<file path="config.mk">
export PLATFORM = sky130hd
export DESIGN_NAME = vga_pixel_sink_flat
export DESIGN_NICKNAME = d
export VERILOG_FILES = /design/src/rtl/vga_pixel_sink_if.sv /design/src/rtl/vga_pixel_sink.sv /design/src/flat_wrapper.sv
export SDC_FILE = /design/constraint.sdc
export NUM_CORES = 1
export LEC_CHECK = 0
export CELL_PAD_IN_SITES_DETAIL_PLACEMENT = 0
export CELL_PAD_IN_SITES_GLOBAL_PLACEMENT = 1
export CORE_ASPECT_RATIO = 0.8
export CORE_MARGIN = 3
export CORE_UTILIZATION = 51
export DETAILED_ROUTE_END_ITERATION = 12
export GPL_ROUTABILITY_DRIVEN = 0
export PLACE_DENSITY_LB_ADDON = 0.1
export SLEW_MARGIN = 0
export SYNTH_ARGS = -nofsm -noshare
export SYNTH_HDL_FRONTEND = slang
export SYNTH_SLANG_ARGS = --single-unit
</file>
<file path="constraint.sdc">
create_clock -name clk -period 7.2 [get_ports clk]
set_clock_uncertainty 0.1 [all_clocks]
set_input_delay 1.8 -clock clk [delete_from_list [all_inputs] [get_ports clk]]
set_output_delay 1.8 -clock clk [all_outputs]
set_load 0.05 [all_outputs]
</file>
<file path="src/rtl/vga_pixel_sink_if.sv">
// Pixel stream and framebuffer write port bundle for vga_pixel_sink.
// master = drawing side / RAM model, slave = the sink.
interface vga_pixel_sink_if #(
  parameter int COLOUR_W = 3,
  parameter int ADDR_W   = 15
);
  logic                plot;
  logic [7:0]          x_in;
  logic [6:0]          y_in;
  logic [COLOUR_W-1:0] colour_in;
  logic                ready;
  logic [ADDR_W-1:0]   mem_address;
  logic [COLOUR_W-1:0] mem_data;
  logic                mem_wren;
  logic                mem_ready;

  modport master (
    output plot, x_in, y_in, colour_in, mem_ready,
    input  ready, mem_address, mem_data, mem_wren
  );

  modport slave (
    input  plot, x_in, y_in, colour_in, mem_ready,
    output ready, mem_address, mem_data, mem_wren
  );
endinterface

</file>
<file path="src/rtl/vga_pixel_sink.sv">
// Pixel stream sink: range check, address calc, FIFO, framebuffer write.
// Counts written pixels and flags a completed frame.
module vga_pixel_sink #(
  parameter int WIDTH      = 160,
  parameter int HEIGHT     = 120,
  parameter int COLOUR_W   = 3,
  parameter int ADDR_W     = 15,
  parameter int FIFO_DEPTH = 4
) (
  input  logic              clk,
  input  logic              resetn,
  input  logic              clear_count,
  vga_pixel_sink_if.slave   px,
  output logic [ADDR_W-1:0] pixel_count,
  output logic              frame_done,
  output logic              dropped
);
  localparam int PW = $clog2(FIFO_DEPTH);
  localparam int CW = PW + 1;
  localparam logic [ADDR_W-1:0] FULL = ADDR_W'(WIDTH * HEIGHT);

  logic                s1_valid;
  logic [7:0]          s1_x;
  logic [6:0]          s1_y;
  logic [COLOUR_W-1:0] s1_c;
  logic                s2_valid;
  logic [ADDR_W-1:0]   s2_addr;
  logic [COLOUR_W-1:0] s2_c;

  logic [ADDR_W-1:0]   f_addr [FIFO_DEPTH];
  logic [COLOUR_W-1:0] f_col  [FIFO_DEPTH];
  logic [PW-1:0]       wptr;
  logic [PW-1:0]       rptr;
  logic [CW-1:0]       count;
  logic [CW:0]         occ;

  logic accept;
  logic in_range;
  logic push;
  logic pop;

  // Slots already claimed by pixels in flight count against space.
  assign occ = {1'b0, count}
             + (CW+1)'(s1_valid)
             + (CW+1)'(s2_valid);
  assign px.ready = resetn && (occ < (CW+1)'(FIFO_DEPTH));

  assign accept   = px.plot && px.ready;
  assign in_range = (32'(px.x_in) < WIDTH)
                 && (32'(px.y_in) < HEIGHT);
  assign push     = s2_valid;
  assign pop      = px.mem_wren && px.mem_ready;

  assign px.mem_wren    = (count != '0);
  assign px.mem_address = px.mem_wren ? f_addr[rptr] : '0;
  assign px.mem_data    = px.mem_wren ? f_col[rptr]  : '0;
  assign frame_done     = (pixel_count == FULL);

  always_ff @(posedge clk or negedge resetn) begin
    if (!resetn) begin
      s1_valid <= 1'b0;
      s1_x     <= '0;
      s1_y     <= '0;
      s1_c     <= '0;
      dropped  <= 1'b0;
    end else begin
      s1_valid <= accept && in_range;
      dropped  <= accept && !in_range;
      if (accept) begin
        s1_x <= px.x_in;
        s1_y <= px.y_in;
        s1_c <= px.colour_in;
      end
    end
  end

  always_ff @(posedge clk or negedge resetn) begin
    if (!resetn) begin
      s2_valid <= 1'b0;
      s2_addr  <= '0;
      s2_c     <= '0;
    end else begin
      s2_valid <= s1_valid;
      if (s1_valid) begin
        s2_addr <= ADDR_W'(WIDTH) * ADDR_W'(s1_y)
                 + ADDR_W'(s1_x);
        s2_c    <= s1_c;
      end
    end
  end

  always_ff @(posedge clk or negedge resetn) begin
    if (!resetn) begin
      for (int i = 0; i < FIFO_DEPTH; i++) begin
        f_addr[i] <= '0;
        f_col[i]  <= '0;
      end
      wptr  <= '0;
      rptr  <= '0;
      count <= '0;
    end else begin
      if (push) begin
        f_addr[wptr] <= s2_addr;
        f_col[wptr]  <= s2_c;
        wptr         <= wptr + 1'b1;
      end
      if (pop) begin
        rptr <= rptr + 1'b1;
      end
      unique case ({push, pop})
        2'b10:   count <= count + 1'b1;
        2'b01:   count <= count - 1'b1;
        default: count <= count;
      endcase
    end
  end

  always_ff @(posedge clk or negedge resetn) begin
    if (!resetn) begin
      pixel_count <= '0;
    end else if (clear_count) begin
      pixel_count <= '0;
    end else if (pop && (pixel_count != FULL)) begin
      pixel_count <= pixel_count + 1'b1;
    end
  end
endmodule
</file>
<file path="src/flat_wrapper.sv">
// flat-port wrapper written by rule: the top's interface ports become plain ports
module vga_pixel_sink_flat 
#(
  parameter int WIDTH      = 160,
  parameter int HEIGHT     = 120,
  parameter int COLOUR_W   = 3,
  parameter int ADDR_W     = 15,
  parameter int FIFO_DEPTH = 4
)
  (clk, resetn, clear_count, pixel_count, frame_done, dropped, px_plot, px_x_in, px_y_in, px_colour_in, px_mem_ready, px_ready, px_mem_address, px_mem_data, px_mem_wren);
  vga_pixel_sink_if #(.COLOUR_W(COLOUR_W), .ADDR_W(ADDR_W)) px_i ();
  input  logic clk;
  input  logic resetn;
  input  logic clear_count;
  output logic [ADDR_W-1:0] pixel_count;
  output logic frame_done;
  output logic dropped;
  input wire logic [$bits(px_i.plot)-1:0] px_plot;
  input wire logic [$bits(px_i.x_in)-1:0] px_x_in;
  input wire logic [$bits(px_i.y_in)-1:0] px_y_in;
  input wire logic [$bits(px_i.colour_in)-1:0] px_colour_in;
  input wire logic [$bits(px_i.mem_ready)-1:0] px_mem_ready;
  output wire logic [$bits(px_i.ready)-1:0] px_ready;
  output wire logic [$bits(px_i.mem_address)-1:0] px_mem_address;
  output wire logic [$bits(px_i.mem_data)-1:0] px_mem_data;
  output wire logic [$bits(px_i.mem_wren)-1:0] px_mem_wren;
  assign px_i.plot = px_plot;
  assign px_i.x_in = px_x_in;
  assign px_i.y_in = px_y_in;
  assign px_i.colour_in = px_colour_in;
  assign px_i.mem_ready = px_mem_ready;
  assign px_ready = px_i.ready;
  assign px_mem_address = px_i.mem_address;
  assign px_mem_data = px_i.mem_data;
  assign px_mem_wren = px_i.mem_wren;
  vga_pixel_sink #(.WIDTH(WIDTH), .HEIGHT(HEIGHT), .COLOUR_W(COLOUR_W), .ADDR_W(ADDR_W), .FIFO_DEPTH(FIFO_DEPTH)) u_core (.clk(clk), .resetn(resetn), .clear_count(clear_count), .px(px_i), .pixel_count(pixel_count), .frame_done(frame_done), .dropped(dropped));
endmodule
</file>
* Word-level counts from Yosys, hierarchy flattened
Index checks and enable logic that the tools add are counted.
Storage, ports and cells: bits in registers 133, bits of input ports 23, output and inout bits 37, word-level logic and storage cells 70
Cells by class: add/sub/neg operators 8, multipliers 1, $lt $le $gt $ge 6, equal/unequal tests 4, multiplexer cells 17, bitwise gates (word level) 2, reductions and logical operators 12
Operator list (count):
- 2-to-1 mux 15 bit | 6
- bitwise mux 60 bit | 1
- binary-select mux 15 bit (select 2 bit) | 1
- demux 15 bit (select 2 bit) | 1
- adder 15 x 1 -> 15 bit (second input constant) | 1
- adder 15 x 8 -> 15 bit | 1
- equality test 15 bit (second input constant) | 1
- inequality test 15 bit (second input constant) | 1
- bitwise mux 12 bit | 1
- 2-to-1 mux 3 bit | 4
- multiplier 3 x 7 -> 10 bit (first input constant) | 1
- logical AND 1 bit | 8
- less-than comparator 8 bit (second input constant) | 1
- less-than comparator 7 bit (second input constant) | 1
- binary-select mux 3 bit (select 2 bit) | 1
- demux 3 bit (select 2 bit) | 1
- greater-or-equal comparator 3 bit (second input constant) | 2
- NOT 2 -> 3 bit | 2
- one-hot mux 3 bit (2 select lines) | 1
- adder 2 x 1 -> 2 bit (second input constant) | 2
- adder 3 x 1 -> 4 bit | 1
- adder 4 x 1 -> 4 bit | 1
- less-than comparator 4 x 3 -> 1 bit (second input constant) | 1
- nonzero test 2 bit | 2
- other kinds (7) | 7

* Logic depth before layout (Yosys ltp)
Gate-level depths: netlist of the first run.
word-level depth 6, gate-level depth with buffers 8, gate-level depth less buffers 8

* Worst setup path before layout of the first run
OpenSTA, ideal clock, no wires.
kind input -> output, start point input port resetn, end point output port px_ready, arrival time 2.212 ns, data required time 5.300 ns, setup slack 3.088 ns, stages 1, buffers on the path 0, path through o211a_1
Between the ends: longest elaborated chain between the ends 1
RTL lines:
- from (decl) | RTL line flat_wrapper.sv:13 | input logic resetn;
- logical AND 1 bit | RTL line vga_pixel_sink.sv:46 | assign px.ready = resetn && (occ < (CW+1)'(FIFO_DEPTH));
- to (decl) | RTL line flat_wrapper.sv:23 | output wire logic [$bits(px_i.ready)-1:0] px_ready;
Every way passes these cells.

* Worst setup path after layout of the first run
Ends and elaborated chain as after synthesis.

==> metrics.log, run 1 <==
[metrics] result of the run: finished, final reports clean
[metrics] cell total after placement: 666
[metrics] number of buffers created by CTS: 17
[metrics] Max Buffers Root-to-Sink: 2
[metrics] initial core utilization: 0.535
[metrics] H-tree lvl count: 4
[metrics] Tmin final: 5.26 ns
[metrics] static leakage: 0.00343 µW
[metrics] area share of the largest cell type after synthesis: 0.528
[metrics] Total Negative Setup Slacks: 0 ns
[metrics] Ports: 60
[metrics] power density over the cells: 504 mW/mm²
[metrics] worst setup path start: resetn
[metrics] leading cell types by count after synthesis: dfrtp_1 (133), mux2_2 (98)
[metrics] R2R cell count: 8
[metrics] post-detailed-route via-to-cell ratio: 5.59
[metrics] Hold Violations, Final: 0
[metrics] Routed WL per cell: 17.8 µm
[metrics] Die Outline Area: 0.0137 mm²
[metrics] Layout Nets: 584
[metrics] grt ovf: 0
[metrics] Synth Flop Type: dfrtp_1
[metrics] pin count of the biggest net entering global routing: 85
[metrics] clock transition at the register clock pins on the worst setup and hold paths after CTS: 0.06 ns
[metrics] Synth cell types: 42
[metrics] routed via count: 3904
[metrics] worst reg2reg path endpoint: u_core.s2_addr[13]
[metrics] worst relative slew slack: 0.314
[metrics] CP Capture Type: output port
[metrics] Setup Buffers After CTS: 0
[metrics] Data required, critical path: 5.30 ns
[metrics] die outline width: 130 µm
[metrics] maximum VDD drop: 360 µV
[metrics] Crit Reg-Reg Startpoint: u_core.s1_y[1]
[metrics] Chip Height: 105 µm
[metrics] quantity of I/O buffers inserted on ports: 59
[metrics] count of routing violations after the opening detailed-route iteration: 187
[metrics] fin. max-slew vios: 0
[metrics] diode insertion count for antenna repair: 0
[metrics] core area: 0.0118 mm²
[metrics] total met3 wirelength after detailed routing: 462 µm
[metrics] warning count from the yosys run: 0
[metrics] proportion of layout cells with a drive suffix above 1: 0.284
[metrics] worst min-delay path category: reg2reg
[metrics] cell count after synthesis: 474
[metrics] Residual DRC: 0
[metrics] top sig layer: met4
[metrics] Syn Nets: 521
[metrics] maximum operating frequency: 190 MHz
[metrics] Max Fanout on Critical Path: 51
[metrics] fraction of synthesis flops using an asynchronous set or reset pin: 1.00
[metrics] Arrival @ worst endpoint: 3.36 ns
[metrics] worst slack on hold paths: 0.399 ns
[metrics] # resized after CTS: 0
[metrics] most frequently used cell type in the post-synthesis netlist: dfrtp_1
[metrics] detailed-routing wirelength on met1: 6.00 mm
[metrics] All-Layer GR Usage: 0.198
[metrics] Yosys top cell by area: dfrtp_1
[metrics] Clock Tree Root: clkbuf_16
[metrics] worst reg2reg setup slack: 4.37 ns
[metrics] count of flip-flops with a built-in enable after synthesis: 0
[metrics] crit path to: px_ready
[metrics] Synth area leaders: dfrtp_1 (53%), mux2_2 (18%), mux4_2 (6.4%)
[metrics] kind of launch point of the worst setup path: primary input
[metrics] post-synthesis sequential area ratio: 0.528
[metrics] transition time at the pin with the least slew margin: 1.03 ns
[metrics] metal2 WL: 5.81 mm
[metrics] Area Growth Syn to Fin: 21.5%
[metrics] number of setup violations in the final report: 0
[metrics] RSZ-0062 raised after global routing: false
[metrics] global-route wire length before repair: 21.2 mm
[metrics] clock latency on the worst-skew pair: 0.41 ns
[metrics] Final ANT Viol Nets: 0
[metrics] antenna violations before repair: 0
[metrics] via count of the first global-routing pass: 4174
[metrics] count of state elements after synthesis: 133
[metrics] Cell Rows: 35
[metrics] summed instance area of the synthesized netlist: 0.00630 mm²
[metrics] hold buffer count at CTS: 0
[metrics] # Max-Cap Violations: 0
[metrics] per-instance average area after synthesis: 13.3 µm²
[metrics] clock sink count: 133
[metrics] Critical Setup Path Class: in2out
[metrics] post-route clock period utilization: 0.731
[metrics] count of non-filler cells in the finished layout: 698
[metrics] post-detailed-placement half-perimeter wirelength: 8.17 mm
[metrics] count of TritonRoute iterations in the first routing pass: 4
[metrics] Post-Route WL: 12.4 mm
[metrics] CTS tree: built
[metrics] Tot Pwr: 3860 µW
logic make-up (layout without fill, tap and decap cells):
family	count (synthesis)	in the layout	share of synthesized area
AO/OA/AOI/OAI	32	32	0.0310
XOR/XNOR	27	27	0.0375
adder cells (fa/ha/maj)	24	24	0.0512
buffers and inverters	35	111	0.0214
flip-flops	133	133	0.528
multiplexers	117	117	0.241
AND/OR/NAND/NOR	106	106	0.0896
final cells by class:
cell class / instances / area [µm²]
fillers: 876 / 4120
flip-flops and latches: 133 / 3330
repair buffers: 62 / 611
multi-input cells: 306 / 2840
inverters: 17 / 63.8
well taps: 148 / 185
clock buffers: 17 / 425
clock inverters: 15 / 205
power breakdown:
part	switching, µW	total, µW	internal, µW
combinational	847	1650	802
sequential	242	1290	1050
clock	332	914	582
critical path, stage by stage:
cell	delay (ns)
buf_4	0.49
o211a_1	0.27
clkdlybuf4s50_1	0.80
metrics by stage:
step / setup slack (ns) / instance area [µm²] / util
final: 1.94 / 7660 / 0.650
after global placement: 1.89 / 7030 / 0.596
after floorplan: 3.09 / 6300 / -
after global routing: 1.79 / 7660 / 0.650
after CTS: 1.87 / 7660 / 0.650
after detailed placement: 1.88 / 7030 / 0.596
worst min-delay path by stage:
stage | start | cells after the start | slack, ns | to
after floorplan | u_core.s1_valid | 0 | 0.25 | u_core.push
after global placement | u_core.f_addr[21] | 2 | 0.36 | u_core.f_addr[21]
after detailed placement | u_core.f_addr[51] | 2 | 0.38 | u_core.f_addr[51]
after CTS | u_core.f_addr[20] | 1 | 0.40 | u_core.f_addr[20]
after global routing | u_core.f_col[8] | 1 | 0.41 | u_core.f_col[8]
final | u_core.s1_x[3] | 1 | 0.40 | u_core.s1_x[3]
routing by layer:
layer | track usage | up-vias
met4 | 0.0490 | 0
met3 | 0.0522 | 13
li1 | - | 1826
met5 | 0 | -
met2 | 0.305 | 63
met1 | 0.280 | 2002
flip-flops by register name, summed over array words and instances (netlist names):
| name | cells |
|---|---|
| u_core.f_addr | 60 |
| u_core.f_col | 12 |
| u_core.s1_valid | 1 |
| u_core.count | 3 |
| u_core.push | 1 |
| u_core.s1_y | 7 |
| u_core.s1_c | 3 |
| u_core.pixel_count | 15 |
| u_core.dropped | 1 |
| u_core.s2_c | 3 |
| u_core.s1_x | 8 |
| u_core.s2_addr | 15 |
| u_core.rptr | 2 |
| u_core.wptr | 2 |
placed cells by master, fill, tap and decap left out, types with 2 or more instances in the layout:
master | netlist | final
fa_1 | 3 | 3
clkdlybuf4s50_1 | 0 | 58
buf_4 | 0 | 4
clkinvlp_4 | 0 | 3
ha_1 | 21 | 21
a31oi_1 | 3 | 3
nor3_1 | 2 | 2
xor2_1 | 15 | 15
dfrtp_1 | 133 | 133
or4_1 | 2 | 2
mux2_2 | 98 | 98
o21ai_0 | 11 | 11
inv_6 | 0 | 2
a21oi_1 | 9 | 9
nand2_1 | 21 | 21
mux4_2 | 18 | 18
nor2b_1 | 5 | 5
nand3_1 | 7 | 7
bufinv_16 | 0 | 4
a21o_1 | 2 | 2
clkinv_2 | 0 | 2
nor2_1 | 21 | 21
clkbuf_16 | 0 | 17
xnor2_1 | 12 | 12
clkinv_4 | 0 | 4
inv_1 | 17 | 17
nand4_1 | 14 | 14
and2_1 | 21 | 21
nor4_1 | 3 | 3
Note: power is estimated with default switching activity, not from simulation.
==> run 2: changes to the inputs <==
--- a/config.mk
+++ b/config.mk
@@ -9,7 +9,7 @@
 export CELL_PAD_IN_SITES_GLOBAL_PLACEMENT = 1
 export CORE_ASPECT_RATIO = 0.8
 export CORE_MARGIN = 3
-export CORE_UTILIZATION = 51
+export CORE_UTILIZATION = 43
 export DETAILED_ROUTE_END_ITERATION = 12
 export GPL_ROUTABILITY_DRIVEN = 0
 export PLACE_DENSITY_LB_ADDON = 0.1
==> constraint.sdc (replaced) <==
create_clock -name clk -period 4.25 [get_ports clk]
set_clock_uncertainty 0.1 [all_clocks]
set_input_delay 1.0625 -clock clk [delete_from_list [all_inputs] [get_ports clk]]
set_output_delay 1.0625 -clock clk [all_outputs]
set_load 0.05 [all_outputs]
==> run 2 against run 1 <==
Against the previous run: setup slack got worse by 1.4 ns; non-clock buffer count increased by 4; via count decreased by 0.74%; clock power increased by 70%; flip-flop and latch count unchanged; largest power group unchanged; core utilization decreased by 9.5 points; hold slack got worse by 0.025 ns; combinational power increased by 72%.
==> metrics.log, run 2 (synthesis results as in run 1) <==
[metrics] worst setup path start: u_core.rptr[0] (was resetn)
[metrics] count of TritonRoute iterations in the first routing pass: 5 (was 4)
[metrics] Max Buffers Root-to-Sink: 2 (unchanged)
[metrics] Critical Setup Path Class: reg2out (was in2out)
[metrics] clock latency on the worst-skew pair: 0.41 ns (about the same)
[metrics] Residual DRC: 0 (unchanged)
[metrics] clock transition at the register clock pins on the worst setup and hold paths after CTS: 0.05 ns (was 0.06 ns)
[metrics] number of buffers and inverters on the critical path: 2 (unchanged)
[metrics] pin count of the biggest net entering global routing: 75 (was 85)
[metrics] CP Capture Type: output port (unchanged)
[metrics] diode insertion count for antenna repair: 0 (unchanged)
[metrics] kind of cell adding the most delay to the critical path: buffers and inverters (unchanged)
[metrics] via count of the first global-routing pass: 4073 (was 4174)
[metrics] Arrival @ worst endpoint: 2.57 ns (was 3.36 ns)
[metrics] post-route worst setup slack: 0.514 ns (was 1.94 ns)
[metrics] RSZ-0062 raised after global routing: false (unchanged)
[metrics] Crit Reg-Reg Startpoint: u_core.s1_y[1] (unchanged)
[metrics] quantity of I/O buffers inserted on ports: 59 (unchanged)
[metrics] number of setup violations in the final report: 0 (unchanged)
[metrics] Tmin final: 3.74 ns
[metrics] placed cell areas: 0.00709 mm² (was 0.00703 mm²)
[metrics] stage delay of the slowest cell on the critical path: 0.70 ns (was 0.80 ns)
[metrics] core area: 0.0139 mm² (was 0.0118 mm²)
[metrics] Total Negative Setup Slacks: 0 ns (unchanged)
[metrics] largest registers: u_core.f_addr x60, u_core.pixel_count x15, u_core.s2_addr x15 (unchanged)
[metrics] Chip Height: 114 µm (was 105 µm)
[metrics] cell at the slowest stage of the critical path: clkdlybuf4s50_1 (unchanged)
[metrics] Final ANT Viol Nets: 0 (unchanged)
[metrics] Largest Register: u_core.f_addr (unchanged)
[metrics] Place WS: 0.910 ns (was 1.88 ns)
[metrics] Setup Buffers After CTS: 0 (unchanged)
[metrics] Layout Nets: 588 (was 584)
[metrics] CTS tree: built (unchanged)
[metrics] number of cells on the critical path: 4 (was 3)
[metrics] highest-count cells in the layout ignoring fill and taps: dfrtp_1 (133), mux2_2 (98), clkdlybuf4s50_1 (57) (was dfrtp_1 (133), mux2_2 (98), clkdlybuf4s50_1 (58))
[metrics] static leakage: 0.00346 µW (was 0.00343 µW)
[metrics] H-tree lvl count: 4 (unchanged)
[metrics] clock sink count: 133 (unchanged)
[metrics] Final Util: 0.555 (was 0.650)
[metrics] worst min-delay path category: reg2reg (unchanged)
[metrics] # Max-Cap Violations: 0 (unchanged)
[metrics] Clock Tree Root: clkbuf_16 (unchanged)
[metrics] post-detailed-placement half-perimeter wirelength: 8.73 mm (was 8.17 mm)
[metrics] Post-Route WL: 12.9 mm (was 12.4 mm)
[metrics] Final Instance Area: 0.00773 mm² (was 0.00766 mm²)
[metrics] Max Fanout on Critical Path: 20 (was 51)
[metrics] total area of multi-input combinational cells: 0.00284 mm² (unchanged)
[metrics] Hold Violations, Final: 0 (unchanged)
[metrics] Routed WL per cell: 17.6 µm (was 17.8 µm)
[metrics] crit path to: px_mem_address[8] (was px_ready)
[metrics] hold buffer count at CTS: 0 (unchanged)
[metrics] depth of the worst hold-timing path: 2 (was 1)
[metrics] worst relative slew slack: 0.309 (was 0.314)
[metrics] routed via count: 3875 (was 3904)
[metrics] fin. max-slew vios: 0 (unchanged)
[metrics] post-detailed-route via-to-cell ratio: 5.28 (was 5.59)
[metrics] Data required, critical path: 3.09 ns (was 5.30 ns)
[metrics] Cell Rows: 38 (was 35)
[metrics] critical-path cell list: buf_4 -> mux4_2 -> and2_1 -> clkdlybuf4s50_1 (was buf_4 -> o211a_1 -> clkdlybuf4s50_1)
[metrics] worst reg2reg path endpoint: u_core.s2_addr[13] (unchanged)
[metrics] final-layout fill cell count: 1142 (was 876)
[metrics] transition time at the pin with the least slew margin: 1.03 ns (about the same)
[metrics] Die Outline Area: 0.0162 mm² (was 0.0137 mm²)
[metrics] Ports: 60 (unchanged)
[metrics] # resized after CTS: 0 (unchanged)
[metrics] proportion of layout cells with a drive suffix above 1: 0.289 (was 0.284)
[metrics] power density over the cells: 844 mW/mm² (was 504 mW/mm²)
[metrics] number of flip-flops in the largest register: 60 (unchanged)
[metrics] kind of launch point of the worst setup path: flop (was primary input)
[metrics] Area Growth Syn to Fin: 22.7% (was 21.5%)
[metrics] number of buffers created by CTS: 17 (unchanged)
[metrics] die outline width: 141 µm (was 130 µm)
[metrics] maximum VDD drop: 491 µV (was 360 µV)
[metrics] initial core utilization: 0.452 (was 0.535)
[metrics] grt ovf: 0 (unchanged)
[metrics] most common cell after layout, fill and taps aside: dfrtp_1 (unchanged)
[metrics] maximum operating frequency: 268 MHz
[metrics] R2R cell count: 8 (unchanged)
[metrics] count of routing violations after the opening detailed-route iteration: 189 (was 187)
[metrics] result of the run: finished, final reports clean (unchanged)
[metrics] FF+latch area: 0.00333 mm² (unchanged)
[metrics] post-route clock period utilization: 0.879
[metrics] global-route wire length before repair: 21.9 mm (was 21.2 mm)
[metrics] antenna violations before repair: 0 (unchanged)
[metrics] worst reg2reg setup slack: 1.38 ns (was 4.37 ns)
[metrics] All-Layer GR Usage: 0.176 (was 0.198)
-- run 2: final cells by class --
cell class,instances,share of cell area
sequential,133,0.430
multi-input combinational,306,0.367
timing repair buffer,66,0.0825
clock buffer,25,0.0680
tap,180,0.0291
clock inverter,7,0.0149
inverter,17,0.00825
-- run 2: worst min-delay path by stage --
stage / start / end / slack [ns]
after global placement: u_core.f_addr[21] / u_core.f_addr[21] / 0.36
after detailed placement: u_core.f_addr[21] / u_core.f_addr[21] / 0.37
final: u_core.f_addr[21] / u_core.f_addr[21] / 0.37
after global routing: u_core.f_addr[21] / u_core.f_addr[21] / 0.39
after floorplan: u_core.s1_valid / u_core.push / 0.25
after CTS: u_core.f_addr[21] / u_core.f_addr[21] / 0.38
-- run 2: per-stage QoR --
stage,power [µW],std cells,hold WS (ns)
after floorplan,4240,474,0.252
after global placement,4980,702,0.361
after detailed placement,5040,702,0.366
after CTS,6620,734,0.379
after global routing,6980,734,0.394
final,6530,734,0.374
-- run 2: worst min-delay path, delay by kind of cell, from the launching register on --
kind / cells / cell delay, ns
flops: 1 / 0.33
compound gates: 1 / 0.06
simple gates: 1 / 0.04
-- run 2: power breakdown --
part	internal, µW	switching, µW	total, µW
logic	1360	1470	2830
clock network	1030	519	1550
registers	1790	359	2140
total	4180	2350	6530
-- run 2: routing by layer --
| metal | routed length [µm] | vias up | GRT usage |
|---|---|---|---|
| li1 | - | 1829 | - |
| met1 | 6110 | 1982 | 0.240 |
| met2 | 6160 | 57 | 0.276 |
| met3 | 528 | 7 | 0.0505 |
| met4 | 96 | 0 | 0.0484 |
| met5 | 0 | - | 0 |
